===== src/rtl/ifu_pkg.sv =====
// Shared types and constants for the instruction-fetch prefetch buffer.
package ifu_pkg;

   // Fetch FSM: IDLE has nothing in flight, REQ waits on one response,
   // DROP waits on a response that a redirect has made stale.
   typedef enum logic [1:0] {
      StIdle = 2'd0,
      StReq  = 2'd1,
      StDrop = 2'd2
   } ifu_state_e;

   // Bytes per instruction for the default 32-bit instruction width.
   localparam int unsigned INST_BYTES = 4;

   // PC increment for an arbitrary instruction width.
   function automatic int unsigned inst_bytes(input int unsigned inst_w);
      return inst_w / 8;
   endfunction

endpackage


===== src/rtl/ifu_fifo.sv =====
// Generic synchronous FIFO with flush; head data is shown combinationally.
module ifu_fifo #(
   parameter int unsigned WIDTH = 64,
   parameter int unsigned DEPTH = 4
) (
   input  logic                       clk_i,
   input  logic                       rst_ni,
   input  logic                       push_i,
   input  logic [WIDTH-1:0]           wdata_i,
   input  logic                       pop_i,
   input  logic                       flush_i,
   output logic [WIDTH-1:0]           rdata_o,
   output logic [$clog2(DEPTH+1)-1:0] count_o
);

   localparam int unsigned PtrW = $clog2(DEPTH);
   localparam int unsigned CntW = $clog2(DEPTH + 1);

   logic [WIDTH-1:0] mem_q [DEPTH];
   logic [PtrW-1:0]  wr_ptr_q, wr_ptr_d, rd_ptr_q, rd_ptr_d;
   logic [CntW-1:0]  count_q, count_d;
   logic             push_en, pop_en;

   assign push_en = push_i && (count_q < CntW'(DEPTH));
   assign pop_en  = pop_i && (count_q != '0);

   // Pointer/count update; flush wins over any same-cycle push or pop.
   always_comb begin
      wr_ptr_d = wr_ptr_q;
      rd_ptr_d = rd_ptr_q;
      count_d  = count_q;
      if (flush_i) begin
         wr_ptr_d = '0;
         rd_ptr_d = '0;
         count_d  = '0;
      end else begin
         if (push_en) wr_ptr_d = wr_ptr_q + PtrW'(1);
         if (pop_en)  rd_ptr_d = rd_ptr_q + PtrW'(1);
         unique case ({push_en, pop_en})
            2'b10:   count_d = count_q + CntW'(1);
            2'b01:   count_d = count_q - CntW'(1);
            default: count_d = count_q;
         endcase
      end
   end

   // Pointer and occupancy registers.
   always_ff @(posedge clk_i or negedge rst_ni) begin
      if (!rst_ni) begin
         wr_ptr_q <= '0;
         rd_ptr_q <= '0;
         count_q  <= '0;
      end else begin
         wr_ptr_q <= wr_ptr_d;
         rd_ptr_q <= rd_ptr_d;
         count_q  <= count_d;
      end
   end

   // Storage array; contents need no reset since count gates visibility.
   always_ff @(posedge clk_i) begin
      if (push_en && !flush_i) mem_q[wr_ptr_q] <= wdata_i;
   end

   assign rdata_o = mem_q[rd_ptr_q];
   assign count_o = count_q;

endmodule


===== src/rtl/ifu_prefetch_buf.sv =====
// Instruction-fetch front end: single-outstanding request/response fetch
// into a prefetch FIFO, with redirect flushing and stale-response discard.
module ifu_prefetch_buf
   import ifu_pkg::*;
#(
   parameter int unsigned       ADDR_W   = 32,
   parameter int unsigned       INST_W   = 8 * INST_BYTES,
   parameter int unsigned       DEPTH    = 4,
   parameter logic [ADDR_W-1:0] RESET_PC = 32'h8000_0000
) (
   input  logic              clk,
   input  logic              rst,
   input  logic              redirect_i,
   input  logic [ADDR_W-1:0] redirect_pc_i,
   output logic              inst_valid_o,
   output logic [INST_W-1:0] inst_o,
   output logic [ADDR_W-1:0] inst_addr_o,
   input  logic              inst_ready_i,
   output logic              mem_req_o,
   output logic [ADDR_W-1:0] mem_addr_o,
   input  logic              mem_rvalid_i,
   input  logic [INST_W-1:0] mem_rdata_i
);

   localparam int unsigned IncBytes = inst_bytes(INST_W);
   localparam int unsigned CntW     = $clog2(DEPTH + 1);

   ifu_state_e              state_q, state_d;
   logic [ADDR_W-1:0]       fetch_pc_q, fetch_pc_d;
   logic [ADDR_W-1:0]       issued_pc_q, issued_pc_d;
   logic                    push, pop;
   logic [CntW-1:0]         count;
   logic [ADDR_W+INST_W-1:0] head;

   assign inst_valid_o = (count != '0);
   assign pop          = inst_valid_o && inst_ready_i;
   assign {inst_addr_o, inst_o} = head;
   assign mem_addr_o   = fetch_pc_q;

   // Fetch FSM next state, request issue and response push decision.
   always_comb begin
      state_d     = state_q;
      fetch_pc_d  = fetch_pc_q;
      issued_pc_d = issued_pc_q;
      mem_req_o   = 1'b0;
      push        = 1'b0;
      if (redirect_i) fetch_pc_d = redirect_pc_i;
      unique case (state_q)
         StIdle: begin
            // rst gating keeps the request low while reset is held.
            if (rst && !redirect_i && (count < CntW'(DEPTH))) begin
               mem_req_o   = 1'b1;
               issued_pc_d = fetch_pc_q;
               fetch_pc_d  = fetch_pc_q + ADDR_W'(IncBytes);
               state_d     = StReq;
            end
         end
         StReq: begin
            if (mem_rvalid_i) begin
               push    = !redirect_i;
               state_d = StIdle;
            end else if (redirect_i) begin
               state_d = StDrop;
            end
         end
         StDrop: begin
            if (mem_rvalid_i) state_d = StIdle;
         end
         default: state_d = StIdle;
      endcase
   end

   // FSM and PC registers.
   always_ff @(posedge clk or negedge rst) begin
      if (!rst) begin
         state_q     <= StIdle;
         fetch_pc_q  <= RESET_PC;
         issued_pc_q <= RESET_PC;
      end else begin
         state_q     <= state_d;
         fetch_pc_q  <= fetch_pc_d;
         issued_pc_q <= issued_pc_d;
      end
   end

   ifu_fifo #(
      .WIDTH (ADDR_W + INST_W),
      .DEPTH (DEPTH)
   ) u_fifo (
      .clk_i   (clk),
      .rst_ni  (rst),
      .push_i  (push),
      .wdata_i ({issued_pc_q, mem_rdata_i}),
      .pop_i   (pop),
      .flush_i (redirect_i),
      .rdata_o (head),
      .count_o (count)
   );

endmodule


===== config.mk =====
export PLATFORM = sky130hd
export DESIGN_NAME = ifu_prefetch_buf
export DESIGN_NICKNAME = d
export VERILOG_FILES = /design/src/rtl/ifu_pkg.sv /design/src/rtl/ifu_fifo.sv /design/src/rtl/ifu_prefetch_buf.sv
export SDC_FILE = /design/constraint.sdc
export NUM_CORES = 1
export LEC_CHECK = 0
export ABC_CLOCK_PERIOD_IN_PS = 3800
export BUFFER_PORTS_ARGS = -buffer_cell sky130_fd_sc_hd__buf_2
export CORE_ASPECT_RATIO = 1.2
export CORE_MARGIN = 2
export CORE_UTILIZATION = 50
export DETAILED_ROUTE_END_ITERATION = 16
export PLACE_DENSITY = 0.77
export REMOVE_ABC_BUFFERS = 1
export SLEW_MARGIN = 20
export SYNTH_ARGS = -nofsm -noshare
export SYNTH_HDL_FRONTEND = slang
export SYNTH_SLANG_ARGS = --single-unit

===== constraint.sdc =====
create_clock -name clk -period 3.8 [get_ports clk]
set_input_delay 0.38 -clock clk [delete_from_list [all_inputs] [get_ports clk]]
set_output_delay 0.38 -clock clk [all_outputs]
set_load 0.005 [all_outputs]

==> results of run 1 <==
cell families (layout without fill, tap and decap cells):
family / after synthesis / after routing / synth area share, %
flip-flops: 329 / 329 / 74.4
adder cells (fa/ha/maj): 6 / 6 / 0.646
multiplexers: 73 / 73 / 12.0
buffers and inverters: 45 / 237 / 1.58
AND/OR/NAND/NOR: 202 / 202 / 7.33
XOR/XNOR: 6 / 6 / 0.411
AO/OA/AOI/OAI: 66 / 66 / 3.61
worst max path at each step:
stage	from	endpoint	slack [ns]
after global placement	redirect_i	u_fifo.mem_q[2][31]	1.33
after global routing	u_fifo.rd_ptr_q[0]	inst_addr_o[27]	0.79
after CTS	u_fifo.rd_ptr_q[0]	inst_addr_o[29]	0.87
final	u_fifo.rd_ptr_q[0]	inst_addr_o[27]	0.99
after floorplan	u_fifo.rd_ptr_q[0]	inst_addr_o[0]	0.16
after detailed placement	redirect_i	u_fifo.mem_q[3][31]	1.32
routing by layer:
| layer | GRT usage [%] | vias up | share of wire [%] |
|---|---|---|---|
| met5 | 0 | - | 0 |
| met4 | 5.58 | 0 | 2.2 |
| met2 | 32.3 | 269 | 49 |
| met1 | 28.1 | 3603 | 42 |
| li1 | - | 3178 | - |
| met3 | 3.66 | 41 | 6.9 |
layout by cell type, fill, tap and decap left out, types with 3 or more instances in the layout:
cell type                   Yosys  layout
sky130_fd_sc_hd__edfxtp_1     256     256
sky130_fd_sc_hd__buf_2         11     165
sky130_fd_sc_hd__nand2_1      115     115
sky130_fd_sc_hd__dfrtp_1       71      69
sky130_fd_sc_hd__mux4_2        64      64
sky130_fd_sc_hd__clkbuf_16      0      31
sky130_fd_sc_hd__nor2_1        24      24
sky130_fd_sc_hd__o21ai_0       15      15
sky130_fd_sc_hd__nand3_1       12      11
sky130_fd_sc_hd__a21oi_1       10      10
sky130_fd_sc_hd__nor3_1         8       8
sky130_fd_sc_hd__nand4_1        8       8
sky130_fd_sc_hd__inv_1          9       8
sky130_fd_sc_hd__clkbuf_1      15       8
sky130_fd_sc_hd__and3_1         7       7
sky130_fd_sc_hd__clkinv_2       0       6
sky130_fd_sc_hd__and2_1         9       5
sky130_fd_sc_hd__mux2i_1        5       5
sky130_fd_sc_hd__o211ai_1       5       5
sky130_fd_sc_hd__a311oi_1       5       5
sky130_fd_sc_hd__ha_1           5       5
sky130_fd_sc_hd__buf_4          3       5
sky130_fd_sc_hd__and4_1         4       4
sky130_fd_sc_hd__mux2_2         4       4
sky130_fd_sc_hd__and2_4         0       4
sky130_fd_sc_hd__bufinv_16      0       4
sky130_fd_sc_hd__clkinv_1       0       3
sky130_fd_sc_hd__a221oi_1       3       3
sky130_fd_sc_hd__xnor2_1        3       3
sky130_fd_sc_hd__a31oi_1        3       3
sky130_fd_sc_hd__xor2_1         3       3
sky130_fd_sc_hd__a211oi_1       3       3
sequential cells by signal (all words and copies together), names as in the netlist:
register / count
mem_addr_o: 32
u_fifo.rd_ptr_q: 2
u_fifo.wr_ptr_q: 2
u_fifo.mem_q: 256
issued_pc_q: 32
state_q: 2
u_fifo.count_o: 3
worst register-to-register path, cell delays in order, from the launching register on:
cell and delay (ns):
sky130_fd_sc_hd__dfrtp_1 0.38, sky130_fd_sc_hd__nor2_1 0.20, sky130_fd_sc_hd__and4b_1 0.47, sky130_fd_sc_hd__and2_4 0.87
area by class of cell:
type	count	area, µm²
timing repair buffer	171	883
clock inverter	16	199
multi-input combinational	353	3090
sequential	329	9520
clock buffer	41	833
tap	330	413
fill	1909	10300
inverter	9	33.8
where the power goes:
group | total, µW | switching, µW | internal (µW)
Clock | 3080 | 1260 | 1820
Sequential | 4710 | 388 | 4320
Combinational | 1350 | 645 | 701
metrics by stage:
| step | util [%] | hold slack [ns] | cell area [µm²] | total power [µW] |
|---|---|---|---|---|
| 5_1_grt | 59.2 | 0.0184 | 15000 | 9540 |
| 3_5_place_dp | 55.1 | 0.477 | 13900 | 6150 |
| 4_1_cts | 59.2 | 0.0104 | 15000 | 9220 |
| 2_1_floorplan | - | 0.0844 | 12600 | 5520 |
| 6_report | 59.2 | 0.0228 | 15000 | 9130 |
| 3_3_place_gp | 55.1 | 0.466 | 13900 | 6100 |
==> metrics.csv, run 1 <==
metric;value;unit
number of max-capacitance violations reported;0;
total wirelength of the detailed-routed design;26600;µm
Synth Area per Inst;17.6;µm²
layout overhead on the synthesized area;17.1;%
Post-Route Skew;0.0204;ns
Synth async-reset ratio;22.2;%
all-layer global routing usage;20.0;%
class of the most critical setup path;flop to output port;
CP startpoint kind;flop;
CTS tree;built;
Post-Place Worst Slack;1.32;ns
type of the tightest min-delay check;input pin to flop;
cell at the slowest stage of the critical path;sky130_fd_sc_hd__dfrtp_4;
number of hold violations in the final report;0;
CP required;3.42;ns
number of primary I/O pins;167;
unrepaired setup endpoints after global routing;no;
Inserted Diodes;0;
slew margin rel.;32.2;%
initial detailed-routing violation count;536;
Core ar.;25300;µm²
Synth area leaders;sky130_fd_sc_hd__edfxtp_1 (60%), sky130_fd_sc_hd__dfrtp_1 (14%), sky130_fd_sc_hd__mux4_2 (11%);
number of nets in the layout;970;
via count;7091;
detailed-placement wirelength estimate;15900;µm
fraction of final layout cells with drive strength greater than 1;33.2;%
Final Non-Filler Cells;1249;
HP Start;mem_rvalid_i;
count of flip-flops with a built-in enable after synthesis;256;
outcome;complete, no violations;
number of hold buffers added after CTS;0;
Num Clock Sinks;329;
DRT Pass-1 Iters;6;
via count of the first global-routing pass;7139;
clock slew at the register clock pins of the worst setup and hold paths;0.06;ns
worst supply voltage drop on vdd;0.357;mV
least setup slack across all paths after layout;0.987;ns
terminating pin of the worst hold path;state_q[1];
Period minus WS final;2.81;ns
sequential element share of the synthesized area;74.4;%
fraction of the cycle the final worst path needs;74.0;%
cell family with the largest share of critical-path delay;flip-flops;
Die Width;150;µm
antenna violations before repair;0;
Achievable Freq;355;MHz
detailed-route vias per instance;5.68;
Reg-to-Reg End;u_fifo.mem_q[3][43];
area fraction of the dominant cell type after synthesis;60.1;%
Arrival @ worst endpoint;2.43;ns
cell depth of the worst min-delay path;2;
latest clock arrival within the worst-skew pair;0.55;ns
yosys warns;0;
accumulated negative setup slack;0;ns
H-tree lvl count;1;
flop and latch count out of synthesis;329;
antenna-violating nets left;0;
clock root cell;sky130_fd_sc_hd__clkbuf_16;
effective utilization at floorplan;50.5;%
total number of cells along the worst setup path;3;
dominant cell type by area after synthesis;sky130_fd_sc_hd__edfxtp_1;
TritonCTS Buffers;31;
Final GP Congestion;0.787;
first-pass GRT wire length;40800;µm
vertical die dimension;179;µm
worst reg-to-reg setup slack;1.43;ns
Worst-Margin Slew;1.02;ns
Resized cells post-CTS;0;
maximum count of clock buffers along a single path;3;
Power per Cell Area;610;nW/µm²
most frequent cells after synthesis;sky130_fd_sc_hd__edfxtp_1 (256), sky130_fd_sc_hd__nand2_1 (115), sky130_fd_sc_hd__dfrtp_1 (71);
most frequently used cell type in the post-synthesis netlist;sky130_fd_sc_hd__edfxtp_1;
Finish-stage setup viols;0;
worst r2r src;state_q[1];
Critical Path Sink Type;output port;
length in cells of the worst reg-to-reg path;3;
wire length per cell after detailed routing;21.3;µm
cells along the critical path;buf_12 -> mux4_2 -> buf_2;
maximum single-stage delay on the critical path;0.76;ns
maximum number of pins on one net before global-route repair;74;
most common flop cell mapped by yosys;sky130_fd_sc_hd__edfxtp_1;
Buf+Inv Stages, Crit Path;2;
Static Leak;0.00545;µW
placed instance count;1192;
count of buffers from port buffering;166;
crit-path max FO;42;
number of unique standard cell types used by synthesis;62;
final global-route overflow total;0;
remaining design rule violation count;0;
setup repair bufs after CTS;0;
Slew Limit Fails;0;
area enclosed by the die boundary;26900;µm²
Cell Rows;64;
instance count of the mapped netlist;727;
netlist area before placement;12800;µm²
Power figures use the tool's default switching activity.
==> inputs of run 2 (changes only) <==
- ABC_CLOCK_PERIOD_IN_PS: 3800 -> 2430
- PLACE_DENSITY: 0.77 -> 0.79
- clock period: 3.8 -> 2.43 ns (I/O delays scaled with it)
==> run 2 against run 1 <==
Compared with the run above: highest routed layer unchanged; non-clock buffer count grew 83; global-route usage grew 0.51 points; critical endpoint is now inst_addr_o[19]; sequential power grew 54%; count of clock-buffer cells in the layout shrank 5; largest cell class unchanged.
==> metrics.csv, run 2 (same netlist as run 1, synthesis figures left out) <==
metric;value;unit
outcome;complete, no violations;
maximum count of clock buffers along a single path;3;
Slew Limit Fails;0;
crit-path max FO;21;
Reg with most FFs;u_fifo.mem_q;
cell at the slowest stage of the critical path;sky130_fd_sc_hd__dfrtp_4;
Power, Total;14600;µW
Fillers;1833;
maximum single-stage delay on the critical path;0.68;ns
clock slew at the register clock pins of the worst setup and hold paths;0.06;ns
area enclosed by the die boundary;26900;µm²
least setup slack across all paths after layout;0.195;ns
worst supply voltage drop on vdd;0.510;mV
remaining design rule violation count;0;
Internal;11000;µW
Core ar.;25300;µm²
fraction of final layout cells with drive strength greater than 1;33.0;%
wire length per cell after detailed routing;20.5;µm
H-tree lvl count;1;
Period minus WS final;2.24;ns
type of the tightest min-delay check;input pin to flop;
slew margin rel.;54.3;%
all-layer global routing usage;20.5;%
class of the most critical setup path;flop to output port;
latest clock arrival within the worst-skew pair;0.55;ns
Resized cells post-CTS;0;
cell family with the largest share of critical-path delay;flip-flops;
maximum number of pins on one net before global-route repair;60;
clock root cell;sky130_fd_sc_hd__clkbuf_16;
initial detailed-routing violation count;509;
effective utilization at floorplan;50.5;%
unrepaired setup endpoints after global routing;no;
Finish-stage setup viols;0;
combinational fraction of design power;16.3;%
Post-Route Skew;0.0115;ns
CP required;2.19;ns
Inserted Diodes;0;
antenna violations before repair;0;
number of hold violations in the final report;0;
via count of the first global-routing pass;7521;
count of buffers from port buffering;166;
Die Width;150;µm
commonest cells after routing, fill and taps aside;sky130_fd_sc_hd__edfxtp_1 (256), sky130_fd_sc_hd__buf_2 (165), sky130_fd_sc_hd__nand2_1 (115);
first-pass GRT wire length;41800;µm
Final GP Congestion;0.829;
number of max-capacitance violations reported;0;
antenna-violating nets left;0;
fraction of power spent switching nets;24.7;%
number of flip-flops under the largest register name;256;
most frequent standard cell in the layout excluding fill and tap cells;sky130_fd_sc_hd__edfxtp_1;
Arrival @ worst endpoint;1.99;ns
Buf+Inv Stages, Crit Path;2;
CTS tree;built;
Cell Rows;64;
number of nets in the layout;1053;
detailed-route vias per instance;5.52;
accumulated negative setup slack;0;ns
final global-route overflow total;0;
Worst-Margin Slew;0.684;ns
Post-Place Worst Slack;0.422;ns
vertical die dimension;179;µm
via count;7341;
Critical Path Sink Type;output port;
DRT Pass-1 Iters;5;
fraction of the cycle the final worst path needs;92.0;%
Num Clock Sinks;329;
CP startpoint kind;flop;
TritonCTS Buffers;31;
total wirelength of the detailed-routed design;27300;µm
Achievable Freq;447;MHz
share of total power in sequential cells;49.8;%
clock power share;33.9;%
number of primary I/O pins;167;
layout overhead on the synthesized area;24.3;%
Switching Power;3600;µW
Power per Cell Area;918;nW/µm²
detailed-placement wirelength estimate;18000;µm
cells along the critical path;buf_4 -> mux4_2 -> buf_2;
Static Leak;0.00587;µW
[run 2: cell types whose count changed in the layout (fill, tap and decap cells not counted), moves of 2 or more]
| cell | before | now |
|---|---|---|
| sky130_fd_sc_hd__buf_12 | 1 | 12 |
| sky130_fd_sc_hd__buf_4 | 5 | 19 |
| sky130_fd_sc_hd__bufinv_16 | 4 | 6 |
| sky130_fd_sc_hd__clkbuf_1 | 8 | 5 |
| sky130_fd_sc_hd__clkbuf_8 | 2 | 0 |
| sky130_fd_sc_hd__clkinv_1 | 3 | 5 |
| sky130_fd_sc_hd__dlygate4sd3_1 | 0 | 58 |
[run 2: through the flow]
step	instances	utilization, %	hold slack (ns)	cell area [µm²]
after detailed placement	1215	56.3	0.384	14200
after floorplan	691	-	-0.0526	12600
final	1331	62.8	0.0370	15900
after global routing	1331	62.8	0.0390	15900
after global placement	1215	56.3	0.384	14200
after CTS	1331	62.8	0.0166	15900
[run 2: timing repair]
item / in CTS / in global routing
hold buffers: 58 / 0
setup buffers: 2 / 0
endpoints found under the hold margin: 190 / 0
setup endpoints to repair: 2 / 0
[run 2: cell type report]
type | count | area [µm²] | area share (%)
clock inverters | 20 | 258 | 1.62
repair buffers | 254 | 1790 | 11.3
multi-input cells | 353 | 3090 | 19.4
flip-flops and latches | 329 | 9520 | 59.9
inverters | 9 | 33.8 | 0.212
well taps | 330 | 413 | 2.60
clock buffers | 36 | 795 | 5.00
[run 2: tightest hold or removal path: cells and delay by family]
kind / cells / cell delay [ns]
buf+inv: 1 / 0.09
simple gates: 1 / 0.05
compound gates: 2 / 0.15
[run 2: worst paths after layout]
check | slack (ns) | start | endpoint | depth (start not counted)
worst min register to register | 0.48 | mem_addr_o[31] | issued_pc_q[31] | 2
min in group asynchronous | 0.33 | rst | state_q[0] | 3
worst max-delay path | 0.19 | u_fifo.rd_ptr_q[1] | inst_addr_o[19] | 3
worst min-delay path | 0.04 | redirect_pc_i[26] | mem_addr_o[26] | 4
worst max register to register | 0.40 | mem_addr_o[3] | mem_addr_o[20] | 6
max in group asynchronous | 1.17 | rst | issued_pc_q[31] | 4
[run 2: per-layer routing]
metal / part of all wire [%] / global-route usage, %
met4: 2.7 / 6.37
met5: 0 / 0
met2: 51 / 35.0
met3: 6.4 / 3.38
met1: 40 / 27.1
[run 2: power groups by stage]
stage	clock network, µW	logic (µW)	registers (µW)
after floorplan	0	1240	7390
after global placement	0	2250	7370
after detailed placement	0	2290	7410
after CTS	5030	2430	7270
after global routing	5250	2650	7340
final	4950	2380	7260
